`src/rtl/multiplier_module_1_if.sv`:
```
// Request/response bundle shared by the sequential multiplier and its requester.
// Uses the same start/done/busy handshake as the signed divider.
interface multiplier_module_1_if #(
    parameter int WIDTH = 8
);
    logic                   start_sig;
    logic [WIDTH-1:0]       multiplicand;
    logic [WIDTH-1:0]       multiplier;
    logic                   done_sig;
    logic                   busy_sig;
    logic [2*WIDTH-1:0]     product;

    modport master (
        output start_sig, multiplicand, multiplier,
        input  done_sig, busy_sig, product
    );

    modport slave (
        input  start_sig, multiplicand, multiplier,
        output done_sig, busy_sig, product
    );
endinterface

```
`src/rtl/multiplier_module_1.sv`:
```
// Signed sequential multiplier: the operands are turned into magnitudes, then
// multiplied by shift-add over WIDTH cycles, and finally the sign is applied.
module multiplier_module_1 #(
    parameter int WIDTH = 8
) (
    input  logic                  clk,
    input  logic                  rst,
    multiplier_module_1_if.slave  bus
);
    localparam int PW = 2 * WIDTH;
    localparam int CW = $clog2(WIDTH + 1);
    localparam int IW = (WIDTH > 1) ? $clog2(WIDTH) : 1;

    typedef enum logic [1:0] {
        IDLE = 2'd0,
        CALC = 2'd1,
        FIX  = 2'd2,
        DONE = 2'd3
    } state_t;

    state_t             state_reg, state_next;
    logic [WIDTH-1:0]   mag_a_reg, mag_a_next;
    logic [WIDTH-1:0]   mag_b_reg, mag_b_next;
    logic               sign_reg, sign_next;
    logic [PW-1:0]      acc_reg, acc_next;
    logic [CW-1:0]      cnt_reg, cnt_next;
    logic [PW-1:0]      product_reg, product_next;
    logic               done_reg, done_next;

    logic [IW-1:0]      cnt_idx;
    logic [PW-1:0]      shifted_a [WIDTH];

    // Each table entry is |A| already positioned for the bit of |B| it serves.
    generate
        for (genvar gi = 0; gi < WIDTH; gi++) begin : g_shift
            assign shifted_a[gi] = {{WIDTH{1'b0}}, mag_a_reg} << gi;
        end
    endgenerate

    assign cnt_idx = cnt_reg[IW-1:0];

    always_ff @(posedge clk or posedge rst) begin
        if (rst) begin
            state_reg   <= IDLE;
            mag_a_reg   <= '0;
            mag_b_reg   <= '0;
            sign_reg    <= 1'b0;
            acc_reg     <= '0;
            cnt_reg     <= '0;
            product_reg <= '0;
            done_reg    <= 1'b0;
        end else begin
            state_reg   <= state_next;
            mag_a_reg   <= mag_a_next;
            mag_b_reg   <= mag_b_next;
            sign_reg    <= sign_next;
            acc_reg     <= acc_next;
            cnt_reg     <= cnt_next;
            product_reg <= product_next;
            done_reg    <= done_next;
        end
    end

    always_comb begin
        state_next   = state_reg;
        mag_a_next   = mag_a_reg;
        mag_b_next   = mag_b_reg;
        sign_next    = sign_reg;
        acc_next     = acc_reg;
        cnt_next     = cnt_reg;
        product_next = product_reg;
        done_next    = 1'b0;

        case (state_reg)
            IDLE: begin
                if (bus.start_sig) begin
                    // The most-negative value negates to itself, which reads
                    // correctly as an unsigned magnitude.
                    mag_a_next = bus.multiplicand[WIDTH-1] ?
                                 (~bus.multiplicand + WIDTH'(1)) : bus.multiplicand;
                    mag_b_next = bus.multiplier[WIDTH-1] ?
                                 (~bus.multiplier + WIDTH'(1)) : bus.multiplier;
                    sign_next  = bus.multiplicand[WIDTH-1] ^ bus.multiplier[WIDTH-1];
                    acc_next   = '0;
                    cnt_next   = '0;
                    state_next = CALC;
                end
            end
            CALC: begin
                if (!bus.start_sig) begin
                    state_next = IDLE;
                end else if (cnt_reg == CW'(WIDTH)) begin
                    state_next = FIX;
                end else begin
                    if (mag_b_reg[cnt_idx]) begin
                        acc_next = acc_reg + shifted_a[cnt_idx];
                    end
                    cnt_next = cnt_reg + CW'(1);
                end
            end
            FIX: begin
                if (!bus.start_sig) begin
                    state_next = IDLE;
                end else begin
                    product_next = sign_reg ? (~acc_reg + PW'(1)) : acc_reg;
                    done_next    = 1'b1;
                    state_next   = DONE;
                end
            end
            DONE: begin
                state_next = IDLE;
            end
            default: begin
                state_next = IDLE;
            end
        endcase
    end

    assign bus.done_sig = done_reg;
    assign bus.busy_sig = (state_reg != IDLE);
    assign bus.product  = product_reg;
endmodule

```
`src/flat_wrapper.sv`:
```
// flat-port wrapper written by rule: the top's interface ports become plain ports
module multiplier_module_1_flat 
#(
    parameter int WIDTH = 8
)
  (clk, rst, bus_start_sig, bus_multiplicand, bus_multiplier, bus_done_sig, bus_busy_sig, bus_product);
  multiplier_module_1_if #(.WIDTH(WIDTH)) bus_i ();
  input  logic clk;
  input  logic rst;
  input wire logic [$bits(bus_i.start_sig)-1:0] bus_start_sig;
  input wire logic [$bits(bus_i.multiplicand)-1:0] bus_multiplicand;
  input wire logic [$bits(bus_i.multiplier)-1:0] bus_multiplier;
  output wire logic [$bits(bus_i.done_sig)-1:0] bus_done_sig;
  output wire logic [$bits(bus_i.busy_sig)-1:0] bus_busy_sig;
  output wire logic [$bits(bus_i.product)-1:0] bus_product;
  assign bus_i.start_sig = bus_start_sig;
  assign bus_i.multiplicand = bus_multiplicand;
  assign bus_i.multiplier = bus_multiplier;
  assign bus_done_sig = bus_i.done_sig;
  assign bus_busy_sig = bus_i.busy_sig;
  assign bus_product = bus_i.product;
  multiplier_module_1 #(.WIDTH(WIDTH)) u_core (.clk(clk), .rst(rst), .bus(bus_i));
endmodule
```
`config.mk`:
```
export PLATFORM = sky130hd
export DESIGN_NAME = multiplier_module_1_flat
export DESIGN_NICKNAME = d
export VERILOG_FILES = /design/src/rtl/multiplier_module_1_if.sv /design/src/rtl/multiplier_module_1.sv /design/src/flat_wrapper.sv
export SDC_FILE = /design/constraint.sdc
export NUM_CORES = 1
export LEC_CHECK = 0
export ABC_CLOCK_PERIOD_IN_PS = 8690
export BUFFER_PORTS_ARGS = -buffer_cell sky130_fd_sc_hd__buf_2
export CELL_PAD_IN_SITES_DETAIL_PLACEMENT = 0
export CELL_PAD_IN_SITES_GLOBAL_PLACEMENT = 1
export CORE_MARGIN = 4
export CORE_UTILIZATION = 49
export CTS_CLUSTER_SIZE = 8
export DETAILED_ROUTE_END_ITERATION = 6
export MAX_ROUTING_LAYER = met4
export PLACE_DENSITY_LB_ADDON = 0.1
export SKIP_LAST_GASP = 1
export SLEW_MARGIN = 20
export SYNTH_ARGS = -nofsm -noshare
export SYNTH_HDL_FRONTEND = slang
export SYNTH_SLANG_ARGS = --single-unit
```
`constraint.sdc`:
```
create_clock -name clk -period 8.69 [get_ports clk]
set_clock_uncertainty 0.1 [all_clocks]
set_input_delay 0.869 -clock clk [delete_from_list [all_inputs] [get_ports clk]]
set_output_delay 0.869 -clock clk [all_outputs]
set_load 0.005 [all_outputs]
```
After elaboration in Yosys (flattened, before gate mapping)
Cells that the tools add are included.
{"block": "totals", "wordCells": 61, "regBits": 56}
{"block": "op_classes", "bitwise": 5, "n_reduce_logical": 8, "n_eq_ne": 9, "n_addsub": 5, "n_lt_le_gt_ge": 2, "mux": 24}
{"cell": "16-bit 2-to-1 mux", "count": 7}
{"cell": "16-bit binary-select mux with 3-bit select", "count": 1}
{"cell": "16-bit one-hot mux with 2 select lines", "count": 1}
{"cell": "16-bit by 1-bit adder with 16-bit output (second input constant)", "count": 1}
{"cell": "16-bit adder", "count": 1}
{"cell": "8-bit by 1-bit adder with 8-bit output (second input constant)", "count": 2}
{"cell": "8-bit 2-to-1 mux", "count": 2}
{"cell": "16-bit inverter", "count": 1}
{"cell": "8-bit inverter", "count": 2}
{"cell": "4-bit 2-to-1 mux", "count": 3}
{"cell": "2-bit 2-to-1 mux", "count": 4}
{"cell": "2-bit one-hot mux with 4 select lines", "count": 1}
{"cell": "4-bit one-hot mux with 2 select lines", "count": 1}
{"cell": "2-bit != test (second input constant)", "count": 3}
{"cell": "2-bit AND reduction", "count": 3}
{"cell": "5-bit AND reduction", "count": 1}
{"cell": "4-bit by 1-bit adder with 4-bit output (second input constant)", "count": 1}
{"cell": "2-bit == test (second input constant)", "count": 2}
{"cell": "4-bit == test (second input constant)", "count": 1}
{"cell": "4-bit >= comparator (second input constant)", "count": 1}
{"cell": "3-bit by 4-bit less-than comparator with 1-bit output (second input constant)", "count": 1}
{"cell": "3-bit inverter with 4-bit output", "count": 1}
{"cell": "4-bit AND reduction", "count": 1}
{"cell": "2-bit nonzero test", "count": 2}
{"cell": "7 further kinds", "count": 9}

Depth between registers and ports, before layout
Gate-level depths: netlist of the first run.
{"block": "depth", "word_depth": 9, "ltp_mapped": 14, "depth_no_buf": 12}

Worst setup path after synthesis of the first run
OpenSTA, ideal clock, no wires.
{"block": "synth_timing", "path_type": "register -> register", "start": "register u_core.cnt_reg[1]", "end": "register u_core.acc_reg[14]", "arrival_time_ns": 2.719, "period_less_slack_ns": 2.938, "path_stages_with_launch": 14, "setup_time_ns": 0.120, "path_slack_ns": 5.752, "required_time_ns": 8.470, "cell_sequence": "dfrtp_1 -> buf_2 -> buf_1 -> mux2i_1 -> nand2_1 -> nand2_1 -> a21oi_1 -> ha_1 -> a21oi_1 -> o21ai_0 -> nor2_1 -> a21oi_1 -> or3_1 -> a31o_1"}
{"block": "synth_via", "elab_chain_cells": 9, "elab_cells_between_ends": 15, "classes_between": "add/sub: 1; eq/ne: 3; mux: 9; bitwise: 1; reduce/logical: 1"}
{"item": "start: declaration", "line_no": "multiplier_module_1.sv:26", "rtl": "logic [CW-1:0] cnt_reg, cnt_next;"}
{"item": "start signal: assignment", "line_no": "multiplier_module_1.sv:58", "rtl": "cnt_reg <= cnt_next;"}
{"item": "3-bit inverter with 4-bit output (not written as such)", "line_no": "multiplier_module_1.sv:96", "rtl": "acc_next = acc_reg + shifted_a[cnt_idx];"}
{"item": "16-bit binary-select mux with 3-bit select", "line_no": "multiplier_module_1.sv:96"}
{"item": "16-bit 2-to-1 mux (not written as such) (2 in a row)", "line_no": "multiplier_module_1.sv:96"}
{"item": "16-bit adder", "line_no": "multiplier_module_1.sv:96"}
{"item": "16-bit 2-to-1 mux", "line_no": "multiplier_module_1.sv:95", "rtl": "if (mag_b_reg[cnt_idx]) begin"}
{"item": "16-bit 2-to-1 mux", "line_no": "multiplier_module_1.sv:92", "rtl": "end else if (cnt_reg == CW'(WIDTH)) begin"}
{"item": "16-bit 2-to-1 mux", "line_no": "multiplier_module_1.sv:90", "rtl": "if (!bus.start_sig) begin"}
{"item": "16-bit one-hot mux with 2 select lines", "line_no": "multiplier_module_1.sv:74", "rtl": "case (state_reg)"}
{"item": "end signal: assignment", "line_no": "multiplier_module_1.sv:57", "rtl": "acc_reg <= acc_next;"}
{"item": "end: declaration", "line_no": "multiplier_module_1.sv:25", "rtl": "logic [PW-1:0] acc_reg, acc_next;"}
Several ways; a longest one is shown, not always the timed one. The select of a mux whose other input is x is not followed.
A chain may end at the register's enable or synchronous reset.

Worst setup path in the final report of the first run
{"block": "layout_timing", "start": "register u_core.cnt_reg[0]", "end": "register u_core.acc_reg[14]"}
Same word-level chain as after synthesis.

==> results of run 1 <==
==> metrics by stage <==
stage               hold WS [ns]  setup WS (ns)  utilization  area [sq um]
finish                     0.385           5.23        0.542          4190
detailed placement         0.367           5.25        0.528          4080
global placement           0.356           5.34        0.528          4080
floorplan                  0.345           5.75            -          3880
CTS                        0.391           5.24        0.540          4170
global route               0.423           4.98        0.542          4190
==> cell usage in the layout, fill, tap and decap left out, types with 2 or more instances in the layout <==
cell	count
a21o_1	2
buf_2	36
o22ai_1	5
inv_1	14
or3_1	8
nand4_1	3
and2_1	4
xor2_1	25
nand3_1	7
xnor2_1	7
a21oi_1	18
mux2_2	2
a211oi_1	3
a22o_1	9
o31ai_1	12
nor2b_1	7
o21ai_1	7
nor3_1	5
clkbuf_8	5
nand2b_1	5
nor2_1	21
o21ai_0	46
mux2i_1	13
ha_1	20
o21a_1	3
mux4_2	2
or2_2	3
o31ai_2	2
o21bai_1	2
o41ai_1	3
dfrtp_1	56
nand2_1	83
==> how the worst min path moves through the flow <==
stage | from | endpoint | slack [ns] | cells after the start
2_1_floorplan | u_core.mag_b_reg[2] | u_core.mag_b_reg[2] | 0.34 | 2
3_3_place_gp | u_core.bus.product[8] | u_core.bus.product[8] | 0.36 | 2
3_5_place_dp | u_core.bus.product[10] | u_core.bus.product[10] | 0.37 | 2
4_1_cts | u_core.bus.product[10] | u_core.bus.product[10] | 0.39 | 2
5_1_grt | u_core.mag_b_reg[3] | u_core.mag_b_reg[3] | 0.42 | 2
6_report | u_core.bus.product[10] | u_core.bus.product[10] | 0.39 | 2
==> kinds of logic after synthesis <==
kind of cell | after synthesis | synth area share
fa+ha+maj | 21 | 0.0696
buf+inv | 39 | 0.0458
mux | 17 | 0.0509
flops | 56 | 0.361
xor+xnor | 32 | 0.0722
compound gates | 127 | 0.216
simple gates | 155 | 0.185
==> power breakdown <==
| part | switching, uW | internal, uW | total (uW) |
|---|---|---|---|
| registers | 57.6 | 295 | 353 |
| logic | 203 | 161 | 364 |
| clock network | 93.1 | 58.1 | 151 |
==> critical path, cell delays in order, from the launching register on <==
cell and delay, ns:
dfrtp_1 0.72, clkinv_1 0.38, a21oi_1 0.20, a21oi_1 0.07
and2_1 0.17, ha_1 0.31, nor2b_1 0.18, o31a_1 0.28
o21bai_1 0.25, a21oi_1 0.11, or3_1 0.35, a31o_1 0.21
==> layout make-up <==
| class | count | area share |
|---|---|---|
| Clock inverter | 3 | 0.00538 |
| Timing Repair Buffer | 38 | 0.0484 |
| Tap cell | 102 | 0.0305 |
| Multi-Input combinational cell | 352 | 0.550 |
| Inverter | 16 | 0.0143 |
| Clock buffer | 5 | 0.0164 |
| Sequential cell | 56 | 0.335 |
==> per-layer routing <==
metal,global-route usage,vias up,part of all wire
li1,-,1627,-
met1,0.243,1428,0.47
met2,0.307,62,0.48
met3,0.0281,7,0.037
met4,0.0454,0,0.012
met5,-,-,0
==> flow_metrics.env, run 1 <==
export IMPL_status="finished clean"
export IMPL_final_cell_count_no_fill=572
export IMPL_cts_tree="yes"
export IMPL_clock_sinks=56
export IMPL_ios=37
export IMPL_worstSetupPathType="reg2reg"
export IMPL_track_usage=0.186
export IMPL_synth_top_area_frac=0.361
export IMPL_root_buffer="clkbuf_8"
export IMPL_viasPerCell=5.46
export IMPL_tns_ns=0
export IMPL_final_max_slew_viol_count=0
export IMPL_grt_pass1_wl_microns=14300
export IMPL_drive_above_1_share=0.143
export IMPL_max_freq_mhz=289
export IMPL_syn_to_final_growth_pct=7.83
export IMPL_cts_resized=0
export IMPL_die_h_microns=97.0
export IMPL_synthArstFlopShare=1.00
export IMPL_endpoint="u_core.acc_reg[14]"
export IMPL_synthTopCellsByArea="dfrtp_1 36%, nand2_1 8.0%, ha_1 6.4%"
export IMPL_tightest_slew_ns=0.706
export IMPL_required_ns=8.80
export IMPL_avgRoutedWirePerCell_microns=14.3
export IMPL_cp_max_fo=17
export IMPL_worstPathArrival_ns=3.57
export IMPL_fin_crit_sh=0.398
export IMPL_power_density_nw_per_um2=207
export IMPL_multi_input_area_sq_um=2300
export IMPL_gp_routability_congestion=0.916
export IMPL_slew_headroom=0.529
export IMPL_initial_core_util=0.502
export IMPL_r2r_start="u_core.cnt_reg[0]"
export IMPL_antenna_found_initial=0
export IMPL_vias=3124
export IMPL_seq_area_sq_um=1400
export IMPL_final_net_count=509
export IMPL_cts_max_path_buffers=2
export IMPL_clock_latency_ns=0.32
export IMPL_htreeDepth=2
export IMPL_ff2ff_path_depth=11
export IMPL_synth_distinct_cells=61
export IMPL_num_antenna_cells=0
export IMPL_drt_iter0_drc=119
export IMPL_drt_total_wl_microns=8190
export IMPL_yosysTopAreaCell="dfrtp_1"
export IMPL_overflow=0
export IMPL_dieArea_sq_um=9410
export IMPL_fillers=751
export IMPL_syn_inst=447
export IMPL_syn_avg_cell_area_sq_um=8.69
export IMPL_synthMostInstantiatedCell="nand2_1"
export IMPL_min_path_type="reg2reg"
export IMPL_r2r_setup_slack_ns=5.23
export IMPL_dp_hpwl_microns=6290
export IMPL_numCtsBuffers=5
export IMPL_synth_seq_cells=56
export IMPL_coreArea_sq_um=7730
export IMPL_drtPass1Iterations=4
export IMPL_ys_warn_count=0
export IMPL_syn_area_sq_um=3880
export IMPL_rows=32
export IMPL_rsz0062_at_grt="no"
export IMPL_grt_pass1_vias=2966
export IMPL_cap_violations=0
export IMPL_synth_edf_count=0
export IMPL_die_x_microns=97.0
export IMPL_leakagePower_uw=0.00199
export IMPL_drc=0
export IMPL_synth_flop_cell="dfrtp_1"
export IMPL_finalPower_uw=868
export IMPL_grt_max_degree=57
export IMPL_ant_nets=0
export IMPL_syn_nets=487
export IMPL_ctsHoldBuffers=0
export IMPL_fin_crit_ns=3.46
export IMPL_crit_path_start_kind="register"
export IMPL_crit_path_end_kind="register"
export IMPL_finalHoldViolations=0
export IMPL_synth_top_cells_by_count="83 x nand2_1, 56 x dfrtp_1, 46 x o21ai_0"
export IMPL_path_clk_slew_ns=0.11
export IMPL_critPathLaunch="u_core.cnt_reg[0]"
export IMPL_post_cts_buffers=0
export IMPL_rr_endpoint="u_core.acc_reg[14]"
export IMPL_vdd_ir_drop_max_mv=0.0762
export IMPL_dp_cells=563
export IMPL_portBuffers=36
export IMPL_setup_viol=0
export IMPL_synth_seq_area_share=0.361
(Power assumes the default switching activity.)
==> run 2: changes to the inputs <==
Settings changed: ABC_CLOCK_PERIOD_IN_PS 8690 to 3350, CORE_UTILIZATION 49 to 46.
Clock period 8.69 ns to 3.35 ns, I/O delays scaled along.
==> flow_metrics.env, run 2 (same netlist as run 1, synthesis figures left out) <==
export IMPL_power_density_nw_per_um2=532
export IMPL_postLayoutSetupSlackWorst_ns=0.342
export IMPL_grt_pass1_wl_microns=13900
export IMPL_clock_sinks=56
export IMPL_initial_core_util=0.473
export IMPL_drt_iter0_drc=142
export IMPL_gp_routability_congestion=0.856
export IMPL_final_net_count=514
export IMPL_min_path_type="in2async"
export IMPL_root_buffer="clkbuf_8"
export IMPL_crit_path_end_kind="register"
export IMPL_ios=37
export IMPL_num_antenna_cells=0
export IMPL_drt_total_wl_microns=8240
export IMPL_clock_latency_ns=0.31
export IMPL_drc=0
export IMPL_drive_above_1_share=0.152
export IMPL_path_clk_slew_ns=0.10
export IMPL_final_max_slew_viol_count=0
export IMPL_dp_hpwl_microns=6480
export IMPL_fin_crit_ns=3.01
export IMPL_fillers=813
export IMPL_htreeDepth=2
export IMPL_grt_pass1_vias=2931
export IMPL_leakagePower_uw=0.00200
export IMPL_rows=33
export IMPL_tightest_slew_ns=0.644
export IMPL_coreArea_sq_um=8220
export IMPL_final_cell_count_no_fill=579
export IMPL_fin_crit_sh=0.898
export IMPL_violations="negative hold slack"
export IMPL_drtPass1Iterations=4
export IMPL_fin_worst_hold_slack_ns=-0.00347
export IMPL_rsz0062_at_grt="no"
export IMPL_required_ns=3.46
export IMPL_crit_path_start_kind="register"
export IMPL_cts_tree="yes"
export IMPL_pre_cts_ws_ns=0.258
export IMPL_worstSetupPathType="reg2reg"
export IMPL_die_h_microns=99.9
export IMPL_avgRoutedWirePerCell_microns=14.2
export IMPL_status="finished, violations left"
export IMPL_ff2ff_path_depth=12
export IMPL_die_x_microns=99.9
export IMPL_multi_input_area_sq_um=2300
export IMPL_cp_max_fo=9
export IMPL_dp_cells=572
export IMPL_portBuffers=36
export IMPL_final_cell_mix="83 x nand2_1, 55 x dfrtp_1, 46 x o21ai_0"
export IMPL_slew_headroom=0.570
export IMPL_cap_violations=0
export IMPL_numCtsBuffers=5
export IMPL_setup_viol=0
export IMPL_mostFrequentLayoutCell="nand2_1"
export IMPL_cts_max_path_buffers=2
export IMPL_ctsHoldBuffers=0
export IMPL_placed_cell_area_sq_um=4130
export IMPL_seq_area_sq_um=1400
export IMPL_grt_max_degree=35
export IMPL_max_freq_mhz=332
export IMPL_ant_nets=0
export IMPL_worstPathArrival_ns=3.11
export IMPL_vias=3149
export IMPL_tns_ns=0
export IMPL_final_area_sq_um=4210
export IMPL_dieArea_sq_um=9970
export IMPL_syn_to_final_growth_pct=8.48
export IMPL_overflow=0
export IMPL_finalHoldViolations=5
export IMPL_track_usage=0.175
export IMPL_antenna_found_initial=0
export IMPL_vdd_ir_drop_max_mv=0.211
export IMPL_viasPerCell=5.44
[run 2: cell count changes in the layout (fill, tap and decap cells not counted), sizes merged]
cell	before	now
buf	38	43
clkinv	3	2
clkinvlp	0	1
inv	16	15
[run 2: worst paths after layout]
check                                 startpoint                    end  slack (ns)
max                            u_core.cnt_reg[1]     u_core.acc_reg[14]        0.34
max reg2reg                    u_core.cnt_reg[1]     u_core.acc_reg[14]        0.34
min reg2reg                u_core.bus.product[8]  u_core.bus.product[8]        0.38
min in group clk               bus_multiplier[0]    u_core.mag_b_reg[0]        0.20
min                                          rst    u_core.bus.done_sig      -0.003
max in group asynchronous                    rst      u_core.cnt_reg[1]        2.34
[run 2: report_power, final]
| part | total [uW] | switching, uW | leakage, uW | internal, uW |
|---|---|---|---|---|
| Sequential | 900 | 134 | 0.000745 | 766 |
| Clock | 361 | 218 | 0.0000400 | 142 |
| Combinational | 979 | 552 | 0.00122 | 426 |
[run 2: layout make-up]
cell class	instances	area share
Multi-Input combinational cell	352	0.547
Inverter	16	0.0143
Timing Repair Buffer	43	0.0553
Tap cell	105	0.0312
Clock inverter	2	0.00297
Clock buffer	5	0.0163
Sequential cell	56	0.333
[run 2: what timing repair did]
item                                   CTS  global route
setup endpoints to repair                0             2
endpoints found under the hold margin    0             0
buffers inserted                         0             0
gates resized for setup                  0             1
[run 2: per-layer routing]
metal  vias to the layer above  wire length, microns  GRT usage
li1                       1636                     -          -
met1                      1439                  3850      0.231
met2                        67                  3950      0.289
met3                         7                   364     0.0195
met4                         0                    73     0.0431
met5                         -                     0          -
[run 2: metrics by stage]
stage               hold slack [ns]  utilization  total power, uW
floorplan                     0.345            -             1670
global placement              0.355        0.503             1880
detailed placement            0.366        0.503             1900
CTS                          0.0156        0.512             2260
global route                 0.0553        0.513             2420
finish                     -0.00347        0.513             2240
[run 2: critical path, stage by stage (launching register included)]
cell	delay, ns
dfrtp_2	0.47
mux2_2	0.36
nand2_1	0.06
o21ai_0	0.10
nor2_1	0.10
a21oi_1	0.05
ha_1	0.36
a21oi_1	0.25
o21ai_0	0.25
nor2_1	0.15
a21oi_1	0.08
or3_1	0.36
a31o_1	0.21
==> run 3: changes to the inputs <==
Settings changed: ABC_CLOCK_PERIOD_IN_PS 3350 to 2700, CORE_UTILIZATION 46 to 41.
Clock period 3.35 ns to 2.7 ns, I/O delays scaled along.
==> flow_metrics.env, run 3 (same netlist as run 1, synthesis figures left out) <==
export IMPL_status="finished, violations left"
export IMPL_violations="negative setup slack"
export IMPL_root_buffer="clkbuf_8"
export IMPL_ant_nets=0
export IMPL_coreArea_sq_um=9240
export IMPL_critPathMaxStageDelay_ns=0.46
export IMPL_drtPass1Iterations=4
export IMPL_required_ns=2.81
export IMPL_critPathLaunch="u_core.cnt_reg[1]"
export IMPL_mostFrequentLayoutCell="nand2_1"
export IMPL_crit_path_end_kind="register"
export IMPL_portBuffers=36
export IMPL_ff2ff_path_depth=11
export IMPL_overflow=0
export IMPL_worstPathCellList="buf_4, or3_4, inv_1, ha_4, a211oi_4, o21ai_2, buf_4, a2111o_1, o211ai_2, xnor2_2, a22o_1"
export IMPL_drt_iter0_drc=110
export IMPL_cp_num_cells=11
export IMPL_final_max_slew_viol_count=0
export IMPL_endpoint="u_core.acc_reg[13]"
export IMPL_slew_headroom=0.560
export IMPL_htreeDepth=2
export IMPL_final_cell_mix="78 x nand2_1, 63 x buf_4, 56 x dfrtp_1"
export IMPL_fin_worst_hold_slack_ns=0.135
export IMPL_track_usage=0.180
export IMPL_clock_latency_ns=0.32
export IMPL_avgRoutedWirePerCell_microns=14.3
export IMPL_final_net_count=575
export IMPL_drc=0
export IMPL_critPathTopFamily="compound AO/OA/AOI/OAI gates"
export IMPL_multi_input_area_sq_um=2680
export IMPL_power_frac_comb=0.543
export IMPL_grt_max_degree=35
export IMPL_seqPwrFrac=0.316
export IMPL_gp_routability_congestion=0.928
export IMPL_worstPathArrival_ns=2.98
export IMPL_grt_pass1_wl_microns=16100
export IMPL_clock_sinks=56
export IMPL_p_sw_uw=1400
export IMPL_cts_max_path_buffers=2
export IMPL_die_x_microns=105
export IMPL_rsz0062_at_grt="yes"
export IMPL_dp_cells=639
export IMPL_rows=35
export IMPL_p_sw_frac=0.390
export IMPL_p_int_uw=2190
export IMPL_drive_above_1_share=0.351
export IMPL_num_antenna_cells=0
export IMPL_crit_path_start_kind="register"
export IMPL_drt_total_wl_microns=9540
export IMPL_clkPwrFrac=0.141
export IMPL_fin_crit_sh=1.06
export IMPL_initial_core_util=0.420
export IMPL_tns_ns=-0.728
export IMPL_grt_pass1_vias=3348
export IMPL_vdd_ir_drop_max_mv=0.318
export IMPL_fin_crit_ns=2.87
export IMPL_path_clk_slew_ns=0.11
export IMPL_viasPerCell=5.17
export IMPL_syn_to_final_growth_pct=31.7
export IMPL_cp_max_fo=4
export IMPL_postLayoutSetupSlackWorst_ns=-0.174
export IMPL_final_cell_count_no_fill=665
export IMPL_path_common_cell="buf_4"
export IMPL_slowest_stage="dfrtp_1"
export IMPL_r2r_setup_slack_ns=-0.17
export IMPL_dieArea_sq_um=11100
export IMPL_tightest_slew_ns=0.659
export IMPL_min_path_type="in2reg"
export IMPL_dp_hpwl_microns=7250
export IMPL_die_h_microns=105
export IMPL_r2r_start="u_core.cnt_reg[1]"
export IMPL_seq_area_sq_um=1400
export IMPL_max_freq_mhz=348
export IMPL_critPathBufInv=3
export IMPL_vias=3440
export IMPL_ios=37
export IMPL_fillers=843
export IMPL_power_density_nw_per_um2=704
export IMPL_antenna_found_initial=0
export IMPL_rr_endpoint="u_core.acc_reg[13]"
export IMPL_finalHoldViolations=0
export IMPL_setup_viol=8
export IMPL_leakagePower_uw=0.00235
export IMPL_cts_tree="yes"
export IMPL_numCtsBuffers=5
export IMPL_worstSetupPathType="reg2reg"
export IMPL_cap_violations=0
-- run 3: cell count changes in the layout (fill, tap and decap cells not counted), sizes merged --
cell	before	now
buf	43	103
clkbuf	5	6
dlygate4sd3	0	1
clkinvlp	1	0
inv	15	16
-- run 3: metal layers --
layer / track usage / wire [microns] / vias to the layer above
met5: - / 0 / -
met4: 0.0459 / 161 / 0
li1: - / - / 1758
met3: 0.0233 / 323 / 11
met1: 0.233 / 4520 / 1605
met2: 0.298 / 4540 / 66
-- run 3: how the worst min path moves through the flow --
stage	start	to	slack (ns)	cells past startpoint
after global routing	bus_start_sig	u_core.state_reg[0]	0.15	2
after detailed placement	rst	u_core.bus.product[0]	0.17	2
after global placement	rst	u_core.bus.product[0]	0.17	2
after floorplan	bus_start_sig	u_core.state_reg[0]	0.30	1
final	bus_multiplicand[6]	u_core.mag_a_reg[7]	0.13	4
after CTS	bus_multiplicand[6]	u_core.mag_a_reg[7]	0.13	4
-- run 3: worst min-delay path: stages --
cell and delay (ns):
buf_2 0.09, nor2_1 0.04, nand3_1 0.06, o21ai_0 0.06
-- run 3: power by group through the flow --
stage                     clock (uW)  sequential [uW]  combinational (uW)
after CTS                        521             1120                1710
after global placement             0             1130                1450
after detailed placement           0             1130                1460
final                            506             1140                1960
after floorplan                    0             1070                1000
after global routing             557             1160                2140
-- run 3: per-stage QoR --
stage / util / setup slack, ns / power [uW] / area [sq um]
floorplan: - / 0.00440 / 2070 / 3890
detailed placement: 0.485 / -0.286 / 2590 / 4480
global route: 0.553 / -0.287 / 3860 / 5110
global placement: 0.485 / -0.268 / 2580 / 4480
finish: 0.553 / -0.174 / 3600 / 5110
CTS: 0.527 / -0.126 / 3350 / 4870
-- run 3: area by class of cell --
class,count,share of cell area
multi-input combinational,352,0.524
tap,129,0.0316
clock buffer,6,0.0162
clock inverter,2,0.00269
sequential,56,0.274
inverter,16,0.0120
timing repair buffer,104,0.139
-- run 3: timing repair --
action / in CTS / in global routing
buffers inserted: 11 / 6
hold endpoints to repair: 16 / 0
gates resized for setup: 46 / 40
pin swaps: 24 / 27
hold buffers: 1 / 0
endpoints found under the setup margin: 8 / 10
